[src/rtl/cbfp_ctrl_pkg.sv]
// Shared types, default sizing and helpers for the CBFP block sequencer.
package cbfp_ctrl_pkg;

    localparam int DFLT_BEATS_PER_BLK = 4;  // 16 lanes x 4 beats = 64 samples
    localparam int DFLT_NUM_BLKS      = 8;  // 512-sample frame
    localparam int DFLT_CALC_LAT      = 2;  // zero-count min tree settle time

    typedef enum logic [1:0] {
        RD_IDLE  = 2'd0,
        RD_CALC  = 2'd1,
        RD_LATCH = 2'd2,
        RD_READ  = 2'd3
    } rd_state_t;

    // Width of a modulo-n counter; never narrower than one bit.
    function automatic int cnt_width(input int n);
        if (n <= 1) begin
            return 1;
        end else begin
            return $clog2(n);
        end
    endfunction

endpackage

[src/rtl/cbfp_rd_seq.sv]
// Read-side sequencer: waits for the zero-count tree, pulses the scale latch,
// then replays one buffered block in order and tracks block/frame position.
module cbfp_rd_seq
    import cbfp_ctrl_pkg::*;
#(
    parameter int BEATS_PER_BLK = DFLT_BEATS_PER_BLK,
    parameter int NUM_BLKS      = DFLT_NUM_BLKS,
    parameter int CALC_LAT      = DFLT_CALC_LAT,
    localparam int AW = cnt_width(BEATS_PER_BLK),
    localparam int BW = cnt_width(NUM_BLKS),
    localparam int CW = cnt_width(CALC_LAT)
) (
    input  logic          clk,
    input  logic          rstn,
    input  logic [1:0]    full_in,    // bank full flags including this cycle's sets
    output logic [1:0]    bank_clr,   // bank released on this edge
    output logic          scale_en,
    output logic          rd_en,
    output logic          rd_bank,
    output logic [AW-1:0] rd_addr,
    output logic          valid_out,
    output logic [BW-1:0] blk_idx,
    output logic          frame_done
);

    localparam logic [AW-1:0] RD_LAST   = AW'(BEATS_PER_BLK - 1);
    localparam logic [CW-1:0] CALC_LAST = CW'(CALC_LAT - 1);
    localparam logic [BW-1:0] BLK_LAST  = BW'(NUM_BLKS - 1);

    rd_state_t     state_r;
    rd_state_t     state_nx_s;
    logic [CW-1:0] calc_cnt_r;
    logic [AW-1:0] rd_addr_r;
    logic          rd_en_r;
    logic          rd_bank_r;
    logic          scale_en_r;
    logic          valid_out_r;
    logic          vo_last_r;
    logic          frame_done_r;
    logic [BW-1:0] blk_idx_r;
    logic          rd_last_s;
    logic [1:0]    bank_clr_s;

    // Next-state decode; a freshly completed block is chained straight after the last read beat.
    always_comb begin
        state_nx_s = state_r;
        rd_last_s  = (state_r == RD_READ) && (rd_addr_r == RD_LAST);
        case (state_r)
            RD_IDLE: begin
                if (|full_in) begin
                    state_nx_s = RD_CALC;
                end else begin
                    state_nx_s = RD_IDLE;
                end
            end
            RD_CALC: begin
                if (calc_cnt_r == CALC_LAST) begin
                    state_nx_s = RD_LATCH;
                end else begin
                    state_nx_s = RD_CALC;
                end
            end
            RD_LATCH: begin
                state_nx_s = RD_READ;
            end
            RD_READ: begin
                if (rd_addr_r != RD_LAST) begin
                    state_nx_s = RD_READ;
                end else if (full_in[~rd_bank_r]) begin
                    state_nx_s = RD_CALC;
                end else begin
                    state_nx_s = RD_IDLE;
                end
            end
            default: begin
                state_nx_s = RD_IDLE;
            end
        endcase
    end

    // Release the bank being read on its last read beat.
    always_comb begin
        bank_clr_s = 2'b00;
        if (rd_last_s) begin
            bank_clr_s[rd_bank_r] = 1'b1;
        end else begin
            bank_clr_s = 2'b00;
        end
    end

    // State register plus registered read-side outputs decoded from the next state.
    always_ff @(posedge clk) begin
        if (rstn) begin
            state_r      <= RD_IDLE;
            calc_cnt_r   <= {CW{1'b0}};
            rd_addr_r    <= {AW{1'b0}};
            rd_en_r      <= 1'b0;
            rd_bank_r    <= 1'b0;
            scale_en_r   <= 1'b0;
            valid_out_r  <= 1'b0;
            vo_last_r    <= 1'b0;
            frame_done_r <= 1'b0;
            blk_idx_r    <= {BW{1'b0}};
        end else begin
            state_r <= state_nx_s;
            if (state_r == RD_CALC) begin
                calc_cnt_r <= calc_cnt_r + CW'(1);
            end else begin
                calc_cnt_r <= {CW{1'b0}};
            end
            scale_en_r <= (state_nx_s == RD_LATCH);
            rd_en_r    <= (state_nx_s == RD_READ);
            if ((state_nx_s == RD_READ) && (state_r == RD_READ)) begin
                rd_addr_r <= rd_addr_r + AW'(1);
            end else begin
                rd_addr_r <= {AW{1'b0}};
            end
            if (rd_last_s) begin
                rd_bank_r <= ~rd_bank_r;
            end
            valid_out_r  <= rd_en_r;
            vo_last_r    <= rd_last_s;
            frame_done_r <= rd_last_s && (blk_idx_r == BLK_LAST);
            if (vo_last_r) begin
                if (blk_idx_r == BLK_LAST) begin
                    blk_idx_r <= {BW{1'b0}};
                end else begin
                    blk_idx_r <= blk_idx_r + BW'(1);
                end
            end
        end
    end

    assign bank_clr   = bank_clr_s;
    assign scale_en   = scale_en_r;
    assign rd_en      = rd_en_r;
    assign rd_bank    = rd_bank_r;
    assign rd_addr    = rd_addr_r;
    assign valid_out  = valid_out_r;
    assign blk_idx    = blk_idx_r;
    assign frame_done = frame_done_r;

endmodule

[src/rtl/cbfp_block_ctrl.sv]
// CBFP block sequencer top: groups input beats into blocks, steers them into
// a ping-pong buffer, drops blocks that find their bank occupied, and hands
// completed banks to the read sequencer.
module cbfp_block_ctrl
    import cbfp_ctrl_pkg::*;
#(
    parameter int BEATS_PER_BLK = DFLT_BEATS_PER_BLK,
    parameter int NUM_BLKS      = DFLT_NUM_BLKS,
    parameter int CALC_LAT      = DFLT_CALC_LAT,
    localparam int AW = cnt_width(BEATS_PER_BLK),
    localparam int BW = cnt_width(NUM_BLKS)
) (
    input  logic          clk,
    input  logic          rstn,
    input  logic          valid_in,
    output logic          wr_en,
    output logic          wr_bank,
    output logic [AW-1:0] wr_addr,
    output logic          blk_done,
    output logic          scale_en,
    output logic          rd_en,
    output logic          rd_bank,
    output logic [AW-1:0] rd_addr,
    output logic          valid_out,
    output logic [BW-1:0] blk_idx,
    output logic          frame_done,
    output logic          ovf
);

    localparam logic [AW-1:0] WR_LAST = AW'(BEATS_PER_BLK - 1);

    logic [AW-1:0] wr_cnt_r;
    logic          wr_bank_r;
    logic          drop_r;        // current block is being discarded
    logic          blk_done_r;
    logic          ovf_r;
    logic [1:0]    full_r;
    logic [1:0]    full_set_s;
    logic [1:0]    full_clr_s;
    logic [1:0]    full_in_s;
    logic          first_beat_s;
    logic          bank_busy_s;
    logic          drop_now_s;
    logic          drop_blk_s;
    logic          accept_last_s;
    logic          wr_en_s;

    // Drop decision on a block's first beat; a bank released on this same edge counts as free.
    always_comb begin
        first_beat_s = valid_in && (wr_cnt_r == {AW{1'b0}});
        bank_busy_s  = full_r[wr_bank_r] && !full_clr_s[wr_bank_r];
        drop_now_s   = first_beat_s && bank_busy_s;
        if (first_beat_s) begin
            drop_blk_s = drop_now_s;
        end else begin
            drop_blk_s = drop_r;
        end
        accept_last_s = valid_in && (wr_cnt_r == WR_LAST) && !drop_blk_s;
        full_set_s    = 2'b00;
        if (accept_last_s) begin
            full_set_s[wr_bank_r] = 1'b1;
        end else begin
            full_set_s = 2'b00;
        end
        full_in_s = full_r | full_set_s;
        wr_en_s   = valid_in && !drop_blk_s;
    end

    // Write beat counter, bank toggle, full flags and sticky overflow.
    always_ff @(posedge clk) begin
        if (rstn) begin
            wr_cnt_r   <= {AW{1'b0}};
            wr_bank_r  <= 1'b0;
            drop_r     <= 1'b0;
            blk_done_r <= 1'b0;
            ovf_r      <= 1'b0;
            full_r     <= 2'b00;
        end else begin
            if (valid_in) begin
                if (wr_cnt_r == WR_LAST) begin
                    wr_cnt_r <= {AW{1'b0}};
                end else begin
                    wr_cnt_r <= wr_cnt_r + AW'(1);
                end
                if (first_beat_s) begin
                    drop_r <= drop_now_s;
                end
            end
            if (accept_last_s) begin
                wr_bank_r <= ~wr_bank_r;
            end
            blk_done_r <= accept_last_s;
            if (drop_now_s) begin
                ovf_r <= 1'b1;
            end
            full_r <= (full_r & ~full_clr_s) | full_set_s;
        end
    end

    cbfp_rd_seq #(
        .BEATS_PER_BLK (BEATS_PER_BLK),
        .NUM_BLKS      (NUM_BLKS),
        .CALC_LAT      (CALC_LAT)
    ) u_rd_seq (
        .clk        (clk),
        .rstn       (rstn),
        .full_in    (full_in_s),
        .bank_clr   (full_clr_s),
        .scale_en   (scale_en),
        .rd_en      (rd_en),
        .rd_bank    (rd_bank),
        .rd_addr    (rd_addr),
        .valid_out  (valid_out),
        .blk_idx    (blk_idx),
        .frame_done (frame_done)
    );

    assign wr_en    = wr_en_s;
    assign wr_bank  = wr_bank_r;
    assign wr_addr  = wr_cnt_r;
    assign blk_done = blk_done_r;
    assign ovf      = ovf_r;

endmodule

[config.mk]
export PLATFORM = sky130hd
export DESIGN_NAME = cbfp_block_ctrl
export DESIGN_NICKNAME = d
export VERILOG_FILES = /design/src/rtl/cbfp_ctrl_pkg.sv /design/src/rtl/cbfp_rd_seq.sv /design/src/rtl/cbfp_block_ctrl.sv
export SDC_FILE = /design/constraint.sdc
export NUM_CORES = 1
export LEC_CHECK = 0
export CAP_MARGIN = 20
export CORE_ASPECT_RATIO = 0.75
export CORE_MARGIN = 2
export CORE_UTILIZATION = 49
export DETAILED_ROUTE_END_ITERATION = 6
export HOLD_SLACK_MARGIN = 0.03
export PLACE_DENSITY = 0.79
export SLEW_MARGIN = 20
export SYNTH_ARGS = -nofsm -noshare
export SYNTH_HDL_FRONTEND = slang
export SYNTH_SLANG_ARGS = --single-unit
export TNS_END_PERCENT = 1
[constraint.sdc]
create_clock -name clk -period 1.85 [get_ports clk]
set_input_delay 0.37 -clock clk [delete_from_list [all_inputs] [get_ports clk]]
set_output_delay 0.37 -clock clk [all_outputs]
set_load 0.005 [all_outputs]
== After elaboration in Yosys (flattened, before gate mapping) ==
Index checks and enable logic that the tools add are counted.
Storage, ports and cells
  flip-flop bits (word level): 22
  bits of input ports: 3
  output and inout bits: 16
  logic and storage cells: 80
Operators by class
  $add $sub $neg: 4
  magnitude comparators: 5
  eq/ne operators: 9
  muxes and demuxes: 20
  bitwise logic cells: 8
  reductions and logical operators: 18
Operators by type and width (count)
  2-bit equality test (second input constant): 6
  1-bit logical AND: 11
  1-bit 2-to-1 mux: 11
  2-bit 2-to-1 mux: 5
  2-bit case mux with 4 select lines: 1
  1-bit by 2-bit < comparator with 1-bit output (second input constant): 3
  2-bit OR reduction: 3
  2-bit by 1-bit adder with 2-bit output (second input constant): 2
  2-bit zero test: 2
  1-bit NOT: 4
  2-bit OR: 2
  3-bit by 1-bit adder with 3-bit output (second input constant): 1
  3-bit equality test (second input constant): 1
  3-bit 2-to-1 mux: 1
  2-bit bitwise AND: 1
  1-bit demux with 1-bit select: 2
  2-bit by 1-bit equality test with 1-bit output (second input constant): 1
  1-bit greater-or-equal comparator (second input constant): 2
  1-bit zero test: 2
  2-bit inequality test (second input constant): 1
  2-bit NOT: 1
  1-bit adder (second input constant): 1

== Depth between registers and ports, before layout ==
Gate-level depths: netlist (run 1).
  depth after elaboration: 24
  mapped depth: 7
  depth with buffers taken out: 6

== Hierarchy ==
A second synthesis (run 1) with hierarchy kept.
Unflattened totals
  cell total of the unflattened synthesis: 92
  area total of the unflattened synthesis: 947.2 µm²
By module, submodules not included
  cbfp_rd_seq: times used 1, cells each 48, area an instance 525.5 µm², sequential area each 280.3 µm²
  cbfp_block_ctrl: times used 1, cells each 44, area an instance 421.7 µm², sequential area each 160.2 µm²

== Least setup slack after synthesis (run 1) ==
OpenSTA, ideal clock, no wires.
  path type: reg-to-output
  start: register wr_cnt_r[0] (netlist: wr_addr[0])
  end: output port wr_en
  arrival time: 1278 ps
  required time: 1480 ps
  slack: 202 ps
  cell stages (with the launch flop): 6
  buffers on the path: 0
  cell sequence: dfxtp_1 > inv_1 > ha_1 > and4b_4 > a22oi_4 > and3_1
On the way
  word-level cells in the longest chain between the ends: 6
Ends and longest elaborated chain
  start: declaration: RTL line cbfp_block_ctrl.sv:32  | logic [AW-1:0] wr_cnt_r;
  start signal: assignment: RTL line cbfp_block_ctrl.sv:72  | wr_cnt_r <= {AW{1'b0}};
  start signal: assignment: RTL line cbfp_block_ctrl.sv:81  | wr_cnt_r <= {AW{1'b0}};
  start signal: assignment: RTL line cbfp_block_ctrl.sv:83  | wr_cnt_r <= wr_cnt_r + AW'(1);
  2-bit zero test *: RTL line cbfp_block_ctrl.sv:50  | first_beat_s = valid_in && (wr_cnt_r == {AW{1'b0}});
  1-bit logical AND *: RTL line cbfp_block_ctrl.sv:50
  1-bit logical AND: RTL line cbfp_block_ctrl.sv:52  | drop_now_s = first_beat_s && bank_busy_s;
  1-bit 2-to-1 mux *
  1-bit zero test *: RTL line cbfp_block_ctrl.sv:66  | wr_en_s = valid_in && !drop_blk_s;
  1-bit logical AND *: RTL line cbfp_block_ctrl.sv:66
  end: declaration: RTL line cbfp_block_ctrl.sv:16  | output logic wr_en,
Every way passes the cells marked *; elsewhere a longest branch is shown, timed or not.

== Worst setup path in the final report (run 1) ==
  start: input port valid_in
  end: output port wr_en
On the way
  word-level cells in the longest chain between the ends: 5
Ends and longest elaborated chain
  start: declaration: RTL line cbfp_block_ctrl.sv:15  | input logic valid_in,
  1-bit logical AND: RTL line cbfp_block_ctrl.sv:50
  1-bit logical AND: RTL line cbfp_block_ctrl.sv:52
  1-bit 2-to-1 mux
  1-bit zero test: RTL line cbfp_block_ctrl.sv:66
  1-bit logical AND *: RTL line cbfp_block_ctrl.sv:66
Marked as above.

==> results of run 1 <==
-- area by class of cell --
cell class	count	area, um2	area share, %
inverter	6	22.5	1.67
tap	22	27.5	2.04
timing repair buffer	36	310	23.0
clock buffer	3	22.5	1.67
clock inverter	1	30.0	2.23
multi-input combinational	64	489	36.3
sequential	22	445	33.1
-- placed cells by master (no fill, tap or decap), drive strengths merged, types with 2 or more instances in the layout --
master	count
dfxtp	22
mux2i	4
a21oi	8
and3	2
ha	5
and4	2
a22oi	2
nand3	3
nor2	10
buf	19
nor3	3
and2	2
clkdlybuf4s50	17
nor2b	2
nand2	9
inv	6
clkbuf	3
nand2b	2
-- cells by family after synthesis --
| group | count (synthesis) |
|---|---|
| AOI/OAI and AO/OA | 14 |
| muxes | 5 |
| xor gates and xnor gates | 1 |
| buffers and inverters | 12 |
| DFF | 22 |
| adders and majority gates | 5 |
| and+or+nand+nor | 39 |
-- sequential cells by signal, indices dropped and copies added (netlist names) --
signal               count
drop_r                   1
ovf                      1
u_rd_seq.valid_out       1
wr_bank                  1
u_rd_seq.rd_addr         2
u_rd_seq.rd_en           1
u_rd_seq.vo_last_r       1
full_r                   2
blk_done                 1
u_rd_seq.frame_done      1
u_rd_seq.blk_idx         3
wr_addr                  2
u_rd_seq.rd_bank         1
u_rd_seq.scale_en        1
u_rd_seq.calc_cnt_r      1
u_rd_seq.state_r         2
-- power by group through the flow --
stage               Sequential (uW)  Clock [uW]  Combinational [uW]
floorplan                       497           0                36.0
global placement                495           0                72.8
detailed placement              495           0                75.1
global route                    487         402                94.0
finish                          487         379                86.1
CTS                             487         380                80.9
-- metrics by stage --
step | TNS (ns) | utilization [%]
after floorplan | 0 | -
after global placement | -0.394 | 68.7
after detailed placement | -0.432 | 68.7
after CTS | -0.0527 | 74.0
after global routing | -0.102 | 75.3
final | -0.0307 | 75.3
-- Yosys cell counts, drive strengths merged --
library cell / count / share of area [%]
nor2: 10 / 3.9
mux2i: 4 / 4.2
a21oi: 8 / 4.2
a22oi: 2 / 3.0
nand4: 1 / 0.65
and4b: 1 / 1.4
o31ai: 1 / 0.79
inv: 6 / 2.4
buf: 4 / 3.3
xor2: 1 / 0.92
and4: 2 / 2.1
nand2: 9 / 3.5
o41ai: 1 / 1.7
mux2: 1 / 1.2
and2: 2 / 1.3
and3: 2 / 1.4
nor3: 3 / 1.6
ha: 5 / 6.5
nand2b: 2 / 1.3
nand4b: 1 / 1.6
dfxtp: 22 / 46
a211oi: 1 / 1.3
a21o: 1 / 0.92
nor4bb: 1 / 1.0
clkbuf: 2 / 0.79
nand3: 3 / 1.6
nor2b: 2 / 1.3
-- repair_timing --
| item | in CTS | in global routing |
|---|---|---|
| endpoints found under the setup margin | 1 | 1 |
| gates resized for setup | 15 | 1 |
| setup buffers | 1 | 3 |
| pin swaps | 4 | 3 |
-- metal layers --
| layer | vias to the layer above | track usage, % | wire, um |
|---|---|---|---|
| li1 | 406 | - | - |
| met1 | 384 | 22.8 | 932 |
| met2 | 24 | 31.7 | 1070 |
| met3 | 4 | 8.21 | 104 |
| met4 | 0 | 7.80 | 29 |
| met5 | - | 0 | 0 |
-- worst register-to-register path, delay by kind of cell (launching register included) --
| kind | cells | cell delay, ns |
|---|---|---|
| compound gates | 3 | 0.34 |
| fa+ha+maj | 1 | 0.14 |
| buf+inv | 4 | 0.47 |
| flops | 1 | 0.35 |
| simple gates | 1 | 0.25 |
-- worst max-delay path by stage --
stage	startpoint	endpoint	slack, ns
global route	u_rd_seq.rd_addr[1]	wr_en	-0.10
CTS	wr_addr[0]	wr_en	-0.05
detailed placement	valid_in	wr_en	-0.43
global placement	valid_in	wr_en	-0.39
finish	valid_in	wr_en	-0.03
floorplan	wr_addr[0]	wr_en	0.20
==> results.md, run 1 <==
* Xor/xnor share of the synthesized area at less than 1%
* Chip height at approximately 42 um
* Synth Area in Simple Gates at ~23%
* RSZ-0062 raised after global routing: true
* Post-route DRC at 0
* Initial Util at between 50% and 60%
* Fill cells at 127
* Sequential power share at between 50% and 60%
* Max clock buf depth at 2
* Final Net Count at around 140
* Final Skew at between 0.002 and 0.0025 ns
* Gr ovfl total at 0
* Global-route wire length before repair at approximately 3.2 mm
* TritonCTS buffer count at 3
* Vias in the first global route at approximately 730
* Yosys cell types at 31
* Die width at ~55 um
* Sink Count at 22
* Crit path kind: input pin to primary output
* Critical path depth at 5
* PortBufs at 18
* Hold path cells at 2
* Pin count of the biggest net entering global routing at 14
* Switching Power at a little over 200 uW
* Mux cell area share after synthesis at under 10%
* Combinational power share at 9.0%
* Slowest stage cell, crit path: clkdlybuf4s50_1
* Reg2reg path depth at 9
* Routed wire length at about 2.1 mm
* Site Rows at 13
* Peak VDD IR at approximately 0.66 mV
* H-tree depth at 1
* Cell area after layout at around 0.0013 mm2
* Final Non-Filler Cells at between 150 and 200
* Failing checks: setup timing
* All-Layer GR Usage at 19.8%
* CP Buf/Inv Count at 2
* Worst Tran Pin Value at 0.366 ns
* Minimum clock period at around 1.9 ns
* DRT Pass-1 Iters at 4
* Compound-gate portion of the synthesized area at a little under an eighth
* Die area at about 0.0023 mm2
* Power density over the cells at 706 mW/mm2
* Synth warnings at 0
* Io pins at 19
* Worst EP required at around 1.5 ns
* Synthesis-to-layout area growth at 41.0%
* Final Setup Violations at 1
* # hold bufs at CTS at 0
* Sequential area share after synthesis at between 40% and 50%
* Clock Power Share at 39.8%
* DRT antenna net count at 0
* Pre-CTS WS at -0.432 ns
* Hold EP: ovf
* CTS clk-pin slew, worst paths at 0.13 ns
* Max_cap viols at 0
* Post-synth net total at between 100 and 150
* CP Data Arrival Time at around 1.5 ns
* Clock Latency Late Sink at approximately 0.32 ns
* Post-route worst setup slack at -0.0307 ns
* CTS tree: done
* Hold WC Path Type: flop to flop
* Switching Fraction at a little over a fifth
* Wire length per cell at approximately 14 um
* Vias per cell at around 5.3
* Average size of a mapped cell at between 9 and 10 um2
* Largest family of logic cells by synthesized area: simple AND/OR/NAND/NOR gates
* Post-Syn Area at around 960 um2
* Inserted Diodes at 0
* Placed Cells at roughly 150
* Initial drt markers at 24
* Max Clock Freq at roughly 0.53 GHz
* Worst-path maximum fanout at 4
* Reg-to-Reg Start: wr_addr[1]
* Post-DP Area at about 0.0012 mm2
* CP top delay family: buffers and inverters
* Max incr delay on CP at about 0.52 ns
* R2r setup slk at 0.20 ns
* Root Buffer: clkbuf_4
* Total power at 952 uW
* Post-Synthesis Cells at 98
* Critical Path Source Type: input pin
* Adder-cell area share of the yosys netlist at between 6 and 7%
* Total number of vias at just over 800
* Synth Register Bits at 22
* Share of post-route cells with drive strength above 1 at around 31%
* Fin Hold WS at 0.464 ns
* Total core area at around 0.0018 mm2
* Hold path start: ovf
* Initial antenna violation count at 0
* Gpl congestion at approximately 0.8
* Fin. max-slew vios at 0
* Period utilisation layout at 102%
* Max transition margin at ~75%
* Final HPWL DP at approximately 1.4 mm
* Leak at 0.000579 uW
* Final hold viol count at 0
* Critical path, cell by cell: clkdlybuf4s50_1 > and4b_4 > a22oi_4 > and3_1 > buf_2
* Status: finished, violations left
* Worst setup EP type: primary output
* Int Pwr at between 700 and 800 uW
* Capturing point of the worst reg2reg path: u_rd_seq.state_r[0]
(Power assumes the default switching activity.)
==> run 2, diff against run 1 <==
--- a/config.mk
+++ b/config.mk
@@ -16,4 +16,4 @@
 export SYNTH_ARGS = -nofsm -noshare
 export SYNTH_HDL_FRONTEND = slang
 export SYNTH_SLANG_ARGS = --single-unit
-export TNS_END_PERCENT = 1
+export TNS_END_PERCENT = 5
==> constraint.sdc (replaced) <==
create_clock -name clk -period 2.1 [get_ports clk]
set_input_delay 0.42 -clock clk [delete_from_list [all_inputs] [get_ports clk]]
set_output_delay 0.42 -clock clk [all_outputs]
set_load 0.005 [all_outputs]
==> run 2 against run 1 <==
  * The flow now finishes without violations
  * Sequential share of layout area grew 0.79 points
  * Critical path type is now flop to primary output
  * Sequential power shrank 12%
  * Critical path depth grew 1
  * Largest cell class unchanged
==> results.md, run 2 (same netlist as run 1, synthesis figures left out) <==
* Critical path depth at 6 (was 5)
* H-tree depth at 1 (unchanged)
* Total negative setup slack at 0 ns (was -0.0307 ns)
* TritonCTS buffer count at 3 (unchanged)
* Global-route wire length before repair at 3.02 mm (was 3.22 mm)
* Post-route DRC at 0 (unchanged)
* Max_cap viols at 0 (unchanged)
* Initial antenna violation count at 0 (unchanged)
* Max clock buf depth at 2 (unchanged)
* Fin util at 73.4% (was 75.3%)
* Max transition margin at 73.1% (was 75.3%)
* Leak at 0.000554 uW (was 0.000579 uW)
* Largest register FFs at 3 (unchanged)
* DRT antenna net count at 0 (unchanged)
* Share of post-route cells with drive strength above 1 at 26.8% (was 31.1%)
* Max Clock Freq at about 0.50 GHz
* Site Rows at 13 (unchanged)
* Hold path cells at 1 (was 2)
* Minimum clock period at roughly 2 ns
* Worst-path maximum fanout at 4 (unchanged)
* CTS clk-pin slew, worst paths at 0.13 ns (about the same)
* Reg2reg path depth at 7 (was 9)
* Peak VDD IR at 0.494 mV (was 0.656 mV)
* Die area at 0.00232 mm2 (unchanged)
* Total core area at 0.00179 mm2 (unchanged)
* Most frequent cells in the layout: dfxtp_1 (19), clkdlybuf4s50_1 (16), buf_4 (13) (was dfxtp_1 (18), buf_4 (18), clkdlybuf4s50_1 (17))
* Gr ovfl total at 0 (unchanged)
* Worst EP required at 1.68 ns (was 1.48 ns)
* Placed Cells at 141 (was 146)
* Fin. max-slew vios at 0 (unchanged)
* Vias in the first global route at 679 (was 733)
* RSZ-0062 raised after global routing: false (was true)
* CP Data Arrival Time at 1.57 ns (was 1.51 ns)
* Routed wire length at 1.81 mm (was 2.13 mm)
* # hold bufs at CTS at 0 (unchanged)
* Worst setup EP type: primary output (unchanged)
* Crit path kind: flop to primary output (was input pin to primary output)
* Post-DP Area at 0.00119 mm2 (was 0.00123 mm2)
* Sink Count at 22 (unchanged)
* Commonest non-fill, non-tap cell in the layout: dfxtp_1
* Cell area after layout at 0.00131 mm2 (was 0.00135 mm2)
* PortBufs at 18 (unchanged)
* CTS tree: done (unchanged)
* Critical Path Source Type: flop (was input pin)
* All-Layer GR Usage at 18.1% (was 19.8%)
* Hold WC Path Type: flop to flop (unchanged)
* Synthesis-to-layout area growth at 37.3% (was 41.0%)
* CP top delay family: simple AND/OR/NAND/NOR gates (was buffers and inverters)
* Wire length per cell at 12.1 um (was 13.9 um)
* Final hold viol count at 0 (unchanged)
* Max incr delay on CP at 0.35 ns (was 0.52 ns)
* Status: finished clean (was finished, violations left)
* Worst Tran Pin Value at 0.402 ns (was 0.366 ns)
* Final Net Count at 136 (was 141)
* Final Setup Violations at 0 (was 1)
* Inserted Diodes at 0 (unchanged)
* Final Non-Filler Cells at 149 (was 154)
* DRT Pass-1 Iters at 4 (unchanged)
* Root Buffer: clkbuf_4 (unchanged)
* Total number of vias at 772 (was 818)
* Initial Util at 53.4% (unchanged)
* Gpl congestion at 0.811 (unchanged)
* Vias per cell at 5.18 (was 5.31)
* Period utilisation layout at ~95%
* Chip height at 42.3 um (unchanged)
* Pin count of the biggest net entering global routing at 14 (unchanged)
* Clock Latency Late Sink at 0.31 ns (was 0.32 ns)
* Io pins at 19 (unchanged)
* Die width at 55 um (unchanged)
* Final HPWL DP at 1.31 mm (was 1.43 mm)
* Power density over the cells at 628 mW/mm2 (was 706 mW/mm2)
* Initial drt markers at 18 (was 24)
* Critical path, cell by cell: inv_1 > ha_4 > and4b_4 > a22oi_4 > and3_4 > clkbuf_2 (was clkdlybuf4s50_1 > and4b_4 > a22oi_4 > and3_1 > buf_2)
* Final Skew at 0.00475 ns (was 0.00211 ns)
* Slowest stage cell, crit path: dfxtp_2 (was clkdlybuf4s50_1)
* CP Buf/Inv Count at 2 (unchanged)
[run 2: cell types whose count changed in the layout (fill, tap and decap cells not counted)]
cell and change:
dfxtp_2 -1, dlygate4sd2_1 +1, and3_4 +1, clkbuf_2 +1
buf_4 -5, and3_1 -1, inv_2 -2, inv_1 +2
clkdlybuf4s50_1 -1, buf_2 -1, dfxtp_1 +1
[run 2: worst reg2reg max path, stage by stage (launching register included)]
cell and delay, ns:
dfxtp_2 0.35, buf_4 0.12, buf_4 0.12, buf_4 0.13, ha_1 0.21, and4_2 0.22, o31ai_1 0.30, o41ai_2 0.13
[run 2: through the flow]
step	total power [uW]	hold slack (ns)	setup WS (ns)
3_5_place_dp	497	0.442	-0.275
5_1_grt	860	0.488	0.0345
6_report	825	0.460	0.111
3_3_place_gp	495	0.431	-0.246
2_1_floorplan	469	0.430	0.402
4_1_cts	826	0.427	0.0235
[run 2: metal layers]
metal	vias up	share of wire, %	track usage [%]
met5	-	0	0
met4	0	1.1	5.85
met3	2	3.8	6.43
met2	18	47	27.6
met1	360	48	23.5
li1	392	-	-
[run 2: layout make-up]
| cell class | count | area (um2) |
|---|---|---|
| Inverter | 6 | 22.5 |
| Timing Repair Buffer | 31 | 272 |
| Tap cell | 22 | 27.5 |
| Clock buffer | 3 | 22.5 |
| Clock inverter | 1 | 30.0 |
| Sequential cell | 22 | 444 |
| Fill cell | 129 | 477 |
| Multi-Input combinational cell | 64 | 494 |
[run 2: final timing paths]
check	startpoint	endpoint	slack (ns)
hold / removal	u_rd_seq.rd_addr[0]	u_rd_seq.rd_addr[0]	0.46
setup / recovery	wr_addr[0]	wr_en	0.11
setup reg to reg	wr_addr[0]	u_rd_seq.state_r[0]	0.43
hold reg to reg	u_rd_seq.rd_addr[0]	u_rd_seq.rd_addr[0]	0.46
[run 2: what timing repair did]
item                                    CTS  global route
pin swaps                                 2             1
gates resized for setup                   8             6
endpoints found under the setup margin    1             1
setup buffers                             2             2
[run 2: power by group]
| part | internal [uW] | switching, uW | total (uW) |
|---|---|---|---|
| sequential | 424 | 4.36 | 428 |
| clock | 193 | 133 | 326 |
| combinational | 39.5 | 31.0 | 70.5 |
